===== src/rtl/uart_pkg.sv =====
// uart_pkg: shared UART types and constants
package uart_pkg;
  typedef enum logic [1:0] {IDLE, START, DATA, STOP} tx_state_t;
  localparam int UART_BAUD_DIV_DEFAULT = 44;
  localparam int UART_DATA_BITS = 8;
endpackage


===== src/rtl/uart_tx_fifo_tx_if.sv =====
// uart_tx_fifo_tx_if: byte-write and serial-line bundle of the buffered transmitter
interface uart_tx_fifo_tx_if;
  import uart_pkg::*;
  logic trmt;
  logic [UART_DATA_BITS-1:0] tx_data;
  logic full;
  logic idle;
  logic TX;
  logic tx_done;
  modport master (output trmt, tx_data, input full, idle, TX, tx_done);
  modport slave (input trmt, tx_data, output full, idle, TX, tx_done);
endinterface


===== src/rtl/uart_tx_fifo.sv =====
// uart_tx_fifo: first-word fall-through byte FIFO; writes while full are dropped
module uart_tx_fifo
  import uart_pkg::*;
#(
  parameter int DEPTH = 4
) (
  input  logic clk,
  input  logic rst,
  input  logic push,
  input  logic pop,
  input  logic [UART_DATA_BITS-1:0] din,
  output logic [UART_DATA_BITS-1:0] dout,
  output logic full,
  output logic empty
);
  localparam int AW = $clog2(DEPTH);
  logic [UART_DATA_BITS-1:0] mem [DEPTH];
  logic [AW-1:0] wr, rd;
  logic [AW:0] cnt;
  logic push_ok, pop_ok;
  assign full = cnt == (AW+1)'(DEPTH);
  assign empty = cnt == '0;
  assign dout = mem[rd];
  assign push_ok = push && !full;
  assign pop_ok = pop && !empty;
  always_ff @(posedge clk)
    if (push_ok) mem[wr] <= din;
  always_ff @(posedge clk or posedge rst)
    if (rst) begin
      wr <= '0;
      rd <= '0;
      cnt <= '0;
    end else begin
      wr <= wr + AW'(push_ok);
      rd <= rd + AW'(pop_ok);
      cnt <= cnt + (AW+1)'(push_ok) - (AW+1)'(pop_ok);
    end
endmodule


===== src/rtl/uart_tx_fifo_tx.sv =====
// uart_tx_fifo_tx: buffered 8N1 transmitter sending queued bytes back-to-back
module uart_tx_fifo_tx
  import uart_pkg::*;
#(
  parameter int BAUD_DIV = UART_BAUD_DIV_DEFAULT,
  parameter int FIFO_DEPTH = 4
) (
  input logic clk,
  input logic rst,
  uart_tx_fifo_tx_if.slave bus
);
  localparam int BW = $clog2(BAUD_DIV);
  localparam logic [BW-1:0] B_LAST = BW'(BAUD_DIV - 1);
  tx_state_t state, nxt;
  logic [BW-1:0] baud;
  logic [3:0] bit_cnt;
  logic [UART_DATA_BITS-1:0] shift, dout;
  logic empty, full, pop, bdone;
  logic tx_nxt, done_nxt, idle_nxt;
  logic tx_q, done_q, idle_q;
  uart_tx_fifo #(.DEPTH(FIFO_DEPTH)) u_fifo (
    .clk(clk),
    .rst(rst),
    .push(bus.trmt),
    .pop(pop),
    .din(bus.tx_data),
    .dout(dout),
    .full(full),
    .empty(empty)
  );
  assign bus.full = full;
  assign bus.TX = tx_q;
  assign bus.tx_done = done_q;
  assign bus.idle = idle_q;
  assign bdone = baud == B_LAST;
  always_ff @(posedge clk or posedge rst)
    if (rst) state <= IDLE;
    else state <= nxt;
  always_comb
    nxt = state == IDLE  ? (empty ? IDLE : START)
        : state == START ? (bdone ? DATA : START)
        : state == DATA  ? ((bdone && bit_cnt == 4'(UART_DATA_BITS - 1)) ? STOP : DATA)
        : bdone ? (empty ? IDLE : START) : STOP;
  // popping from STOP lets the next start bit follow the stop bit with no gap
  always_comb begin
    pop = !empty && (state == IDLE || (state == STOP && bdone));
    tx_nxt = state == START ? 1'b0 : state == DATA ? shift[0] : 1'b1;
    done_nxt = state == STOP && bdone;
    idle_nxt = state == IDLE && empty;
  end
  always_ff @(posedge clk or posedge rst)
    if (rst) begin
      baud <= '0;
      bit_cnt <= '0;
      shift <= '0;
      tx_q <= 1'b1;
      done_q <= 1'b0;
      idle_q <= 1'b1;
    end else begin
      baud <= (state == IDLE || bdone) ? '0 : baud + 1'b1;
      bit_cnt <= state == START ? '0 : (state == DATA && bdone) ? bit_cnt + 1'b1 : bit_cnt;
      shift <= pop ? dout : (state == DATA && bdone) ? shift >> 1 : shift;
      tx_q <= tx_nxt;
      done_q <= done_nxt;
      idle_q <= idle_nxt;
    end
endmodule


===== src/flat_wrapper.sv =====
// flat-port wrapper written by rule: the top's interface ports become plain ports
module uart_tx_fifo_tx_flat import uart_pkg::*;
#(
  parameter int BAUD_DIV = UART_BAUD_DIV_DEFAULT,
  parameter int FIFO_DEPTH = 4
)
  (clk, rst, bus_trmt, bus_tx_data, bus_full, bus_idle, bus_TX, bus_tx_done);
  uart_tx_fifo_tx_if bus_i ();
  input logic clk;
  input logic rst;
  input wire logic [$bits(bus_i.trmt)-1:0] bus_trmt;
  input wire logic [$bits(bus_i.tx_data)-1:0] bus_tx_data;
  output wire logic [$bits(bus_i.full)-1:0] bus_full;
  output wire logic [$bits(bus_i.idle)-1:0] bus_idle;
  output wire logic [$bits(bus_i.TX)-1:0] bus_TX;
  output wire logic [$bits(bus_i.tx_done)-1:0] bus_tx_done;
  assign bus_i.trmt = bus_trmt;
  assign bus_i.tx_data = bus_tx_data;
  assign bus_full = bus_i.full;
  assign bus_idle = bus_i.idle;
  assign bus_TX = bus_i.TX;
  assign bus_tx_done = bus_i.tx_done;
  uart_tx_fifo_tx #(.BAUD_DIV(BAUD_DIV), .FIFO_DEPTH(FIFO_DEPTH)) u_core (.clk(clk), .rst(rst), .bus(bus_i));
endmodule

===== config.mk =====
export PLATFORM = sky130hd
export DESIGN_NAME = uart_tx_fifo_tx_flat
export DESIGN_NICKNAME = d
export VERILOG_FILES = /design/src/rtl/uart_pkg.sv /design/src/rtl/uart_tx_fifo_tx_if.sv /design/src/rtl/uart_tx_fifo.sv /design/src/rtl/uart_tx_fifo_tx.sv /design/src/flat_wrapper.sv
export SDC_FILE = /design/constraint.sdc
export NUM_CORES = 1
export LEC_CHECK = 0
export ABC_AREA = 1
export CORE_AREA = 2 2 83 85
export CTS_CLUSTER_SIZE = 40
export DETAILED_ROUTE_END_ITERATION = 8
export DIE_AREA = 0 0 85 87
export GPL_ROUTABILITY_DRIVEN = 0
export PLACE_DENSITY = 0.67
export SYNTH_ARGS = -nofsm -noshare
export SYNTH_HDL_FRONTEND = slang
export SYNTH_HIERARCHICAL = 1
export SYNTH_SLANG_ARGS = --single-unit

===== constraint.sdc =====
create_clock -name clk -period 5.9 [get_ports clk]
set_input_delay 1.18 -clock clk [delete_from_list [all_inputs] [get_ports clk]]
set_output_delay 1.18 -clock clk [all_outputs]
set_load 0.1 [all_outputs]

Word-level counts from Yosys, hierarchy flattened
Memory sizes are Yosys's and may differ from the RTL's.
Index checks and enable logic that the tools add are counted.
{"block": "word_totals", "out_inout_bits": 4, "n_memories": 1, "wordCells": 54, "reg_bits": 30, "ramBits": 32, "input_bits": 11}
{"name": "u_core.u_fifo.mem", "words": 4, "word_bits": 8, "read_ports": 1, "rd_clocked_by_memory_dff": 0, "write_ports": 1, "line_no": "uart_tx_fifo.sv:17", "rtl": "logic [UART_DATA_BITS-1:0] mem [DEPTH];"}
{"block": "classes", "muxes": 16, "reduce_logical": 15, "n_addsub": 6, "eq_ne": 6}
{"op": "$mux 8", "n": 2}
{"op": "$mux 2", "n": 5}
{"op": "$mux 4", "n": 2}
{"op": "$logic_and 1x1->1", "n": 7}
{"op": "$add 6x1->6 const B", "n": 1}
{"op": "$eq 6x6->1 const B", "n": 1}
{"op": "$mux 1", "n": 6}
{"op": "$mux 6", "n": 1}
{"op": "$add 2x1->2", "n": 2}
{"op": "$add 4x1->4 const B", "n": 1}
{"op": "$eq 2x2->1 const B", "n": 2}
{"op": "$eq 4x3->1 const B", "n": 1}
{"op": "$reduce_bool 2->1", "n": 2}
{"op": "$add 3x1->3", "n": 1}
{"op": "$eq 3x3->1 const B", "n": 1}
{"op": "$logic_not 3->1", "n": 1}
{"op": "$sub 3x1->3", "n": 1}
{"op": "$eq 2x1->1 const B", "n": 1}
{"op": "$logic_not 1->1", "n": 2}
{"op": "$logic_not 2->1", "n": 1}
{"op": "$logic_or 1x1->1", "n": 2}

Logic depth before layout (Yosys ltp)
{"block": "logic_depth", "ltp_word": 6, "depth_mapped": 12, "mapped_depth_nobuf": 12}

By module
The synthesis kept the hierarchy.
{"mod": "uart_tx_fifo", "seq_area_each_um2": 1136.1, "cells_per_inst": 132, "instances": 1, "area_each_um2": 1632.8}
{"mod": "uart_tx_fifo_tx", "seq_area_each_um2": 578.1, "cells_per_inst": 125, "instances": 1, "area_each_um2": 1191.1}

Worst setup path after synthesis
Ideal clock, no wire load.
{"block": "synth_path", "path_kind": "register to output", "startpoint": "register u_core.u_fifo.cnt[1]", "endpoint": "output port bus_full", "path_stages_with_launch": 4, "required_time_ps": 4720, "t_arrival_ps": 1799, "path_slack_ps": 2921, "cell_sequence": "dfrtp_1 inv_2 nand2_2 nor2_1"}
{"block": "synth_between", "elab_chain_len": 1}
{"item": "from (decl)", "line_no": "uart_tx_fifo.sv:19", "rtl": "logic [AW:0] cnt;"}
{"item": "from (signal assigned)", "line_no": "uart_tx_fifo.sv:36", "rtl": "cnt <= cnt + (AW+1)'(push_ok) - (AW+1)'(pop_ok);"}
{"item": "$eq 3x3->1", "line_no": "uart_tx_fifo.sv:21", "rtl": "assign full = cnt == (AW+1)'(DEPTH);"}
{"item": "to (decl)", "line_no": "flat_wrapper.sv:13", "rtl": "output wire logic [$bits(bus_i.full)-1:0] bus_full;"}
Every way passes these cells.

Worst setup path after layout
Same ends and word-level chain as after synthesis.

==> impl_metrics.json <==
{
  "via_count": 1769,
  "postCtsSetupBuffers": 0,
  "nets": 293,
  "drive_above_1_share": 0.188,
  "final_common_cell": "nor2_1",
  "drc_errors": 0,
  "ant_nets": 0,
  "clock_sinks": 62,
  "area_growth_pct": 14.9,
  "start_kind": "flip-flop",
  "start_util": 0.430,
  "final_cell_mix": "nor2_1 (41), nand2_1 (32), edfxtp_1 (32)",
  "syn_inst": 257,
  "totalWireLength_mm": 4.43,
  "cp_max_fo": 3,
  "cts_max_level": 3,
  "seq_area_frac_synth": 0.607,
  "max_slew_margin": 0.358,
  "synth_warnings": 6,
  "synth_seq_cells": 62,
  "pre_cts_slack_ps": 2930,
  "routed_via_density": 4.89,
  "setup_ws_ps": 2590,
  "grt_first_pass_wirelength_mm": 7.67,
  "overflow": 0,
  "busiest_layer": "met2",
  "setup_violations": 0,
  "synth-edff-count": 32,
  "first_pass_iters": 4,
  "fin_skew_ps": 8.08,
  "grt_antenna_before_repair": 0,
  "track_usage": 0.134,
  "avgSynthCellArea_sq_um": 11.0,
  "total_power_mw": 1.15,
  "p_leak_nw": 1.37,
  "fin_crit_sh": 0.561,
  "worstPathArrival_ps": 2130,
  "cts_tree": "yes",
  "synth_flop_cell": "edfxtp_1",
  "yosysUniqueCellTypes": 32,
  "cts_buffer_depth": 2,
  "synthArstFlopShare": 0.484,
  "portBuffers": 14,
  "cts_buffers": 9,
  "finalSetupTns_ps": 0,
  "path_class": "reg -> out",
  "slowest_stage": "clkdlybuf4s50_1",
  "crit_path_max_incr_delay_ps": 1130,
  "maxCapViolCount": 0,
  "rows": 30,
  "cts-root-buf": "clkbuf_8",
  "die_area_sq_um": 7400,
  "drt_iter0_drc": 122,
  "dpl.hpwl_mm": 3.07,
  "use_met2": 0.216,
  "layout_min_cycle_time_ps": 3310,
  "tightestPinTransition_ps": 960,
  "cp_num_buf_inv": 2,
  "grt_start_max_net_pins": 24,
  "cp_top_family": "buffers and inverters",
  "fp.dieW_um": 85,
  "path_clk_slew_ps": 70,
  "status": "finished, final reports clean",
  "core_sq_um": 6570,
  "grt_pass1_vias": 1650,
  "worstSkewPairLatency_ps": 330,
  "final_util": 0.494,
  "fmax_mhz": 302,
  "slew_violations": 0,
  "required_ps": 4720,
  "die_h_um": 87,
  "power.density_nw_per_um2": 355,
  "hp-class": "reg -> reg",
  "grtUsageMet1": 0.172,
  "routedWlPerCell_um": 12.2,
  "ir_worst_vdd_mv": 0.273,
  "met3_usage": 0.0341,
  "endpoint_kind": "output port",
  "ios": 15,
  "hold_violations": 0,
  "antenna_cells": 0,
  "post_cts_resized": 0,
  "cts_hold_buf": 0,
  "rsz0062_at_grt": "false",
  "synth_fp_nets": 273,
  "path_cells": "inv_2 > nand2_2 > nor2_1 > clkdlybuf4s50_1",
  "syn_area_sq_um": 2820
}
[power breakdown]
| group | switching [mW] | leakage (nW) | internal [mW] |
|---|---|---|---|
| logic | 0.108 | 0.601 | 0.0478 |
| registers | 0.0301 | 0.660 | 0.525 |
| clock network | 0.163 | 0.112 | 0.280 |
[final timing paths]
path	from	endpoint	slack (ps)	cells after the start
setup reg to reg	u_core/u_fifo/cnt[0]	u_core/u_fifo/cnt[2]	3480	12
min in group asynchronous	rst	u_core/u_fifo/rd[1]	1110	2
hold reg to reg	u_core/baud[0]	u_core/baud[0]	460	1
setup / recovery	u_core/u_fifo/cnt[1]	bus_full	2590	4
max in group asynchronous	rst	u_core/bus.tx_done	4000	2
hold / removal	u_core/baud[0]	u_core/baud[0]	460	1
[routing by layer]
layer / wire length [um] / part of all wire / vias up
met5: 0 / 0 / -
met4: 95 / 0.021 / 0
met3: 116 / 0.026 / 10
met2: 2060 / 0.47 / 23
met1: 2150 / 0.49 / 828
li1: - / - / 908
[sequential cells by signal, indices dropped and copies added, names as in the netlist]
| name | count |
|---|---|
| u_core/baud | 6 |
| u_core/bit_cnt | 4 |
| u_core/bus.TX | 1 |
| u_core/bus.idle | 1 |
| u_core/bus.tx_done | 1 |
| u_core/shift | 8 |
| u_core/state | 2 |
| u_core/u_fifo/cnt | 3 |
| u_core/u_fifo/mem | 32 |
| u_core/u_fifo/rd | 2 |
| u_core/u_fifo/wr | 2 |
[logic make-up after synthesis]
kind of cell,count (synthesis),share of synthesized area
fa+ha+maj,5,0.0248
buf+inv,29,0.0518
flops,62,0.607
xor+xnor,4,0.0124
simple gates,124,0.237
compound gates,33,0.0669
[Yosys cell counts, types with 2 or more instances]
master	number	share of area
a21oi_1	3	0.0053
nand2_2	13	0.029
nor3_1	4	0.0071
o21ai_1	18	0.032
nand4_1	9	0.020
buf_6	3	0.012
nand2_4	2	0.0080
a21boi_2	2	0.0080
inv_1	18	0.024
nand3_4	2	0.012
nor3b_1	2	0.0053
xor2_1	3	0.0093
dfrtp_1	28	0.25
ha_1	4	0.018
nand3_2	7	0.025
edfxtp_1	32	0.34
inv_2	6	0.0080
dfstp_2	2	0.019
nor2_1	41	0.054
nand3_1	7	0.012
o21ai_0	9	0.016
nand2_1	32	0.043
[final cells by class]
| class | count | area (sq um) |
|---|---|---|
| fill | 586 | 3320 |
| sequential | 62 | 1710 |
| multi-input combinational | 166 | 963 |
| timing repair buffer | 14 | 140 |
| clock buffer | 10 | 128 |
| clock inverter | 6 | 110 |
| tap | 80 | 100 |
| inverter | 24 | 90.1 |
[through the flow]
step	hold slack, ps	cells	instance area, sq um
5_1_grt	492	362	3250
4_1_cts	464	362	3250
3_5_place_dp	455	346	3010
6_report	461	362	3250
2_1_floorplan	433	257	2820
3_3_place_gp	453	346	3010
No activity file was read; power rests on OpenSTA's default activity.
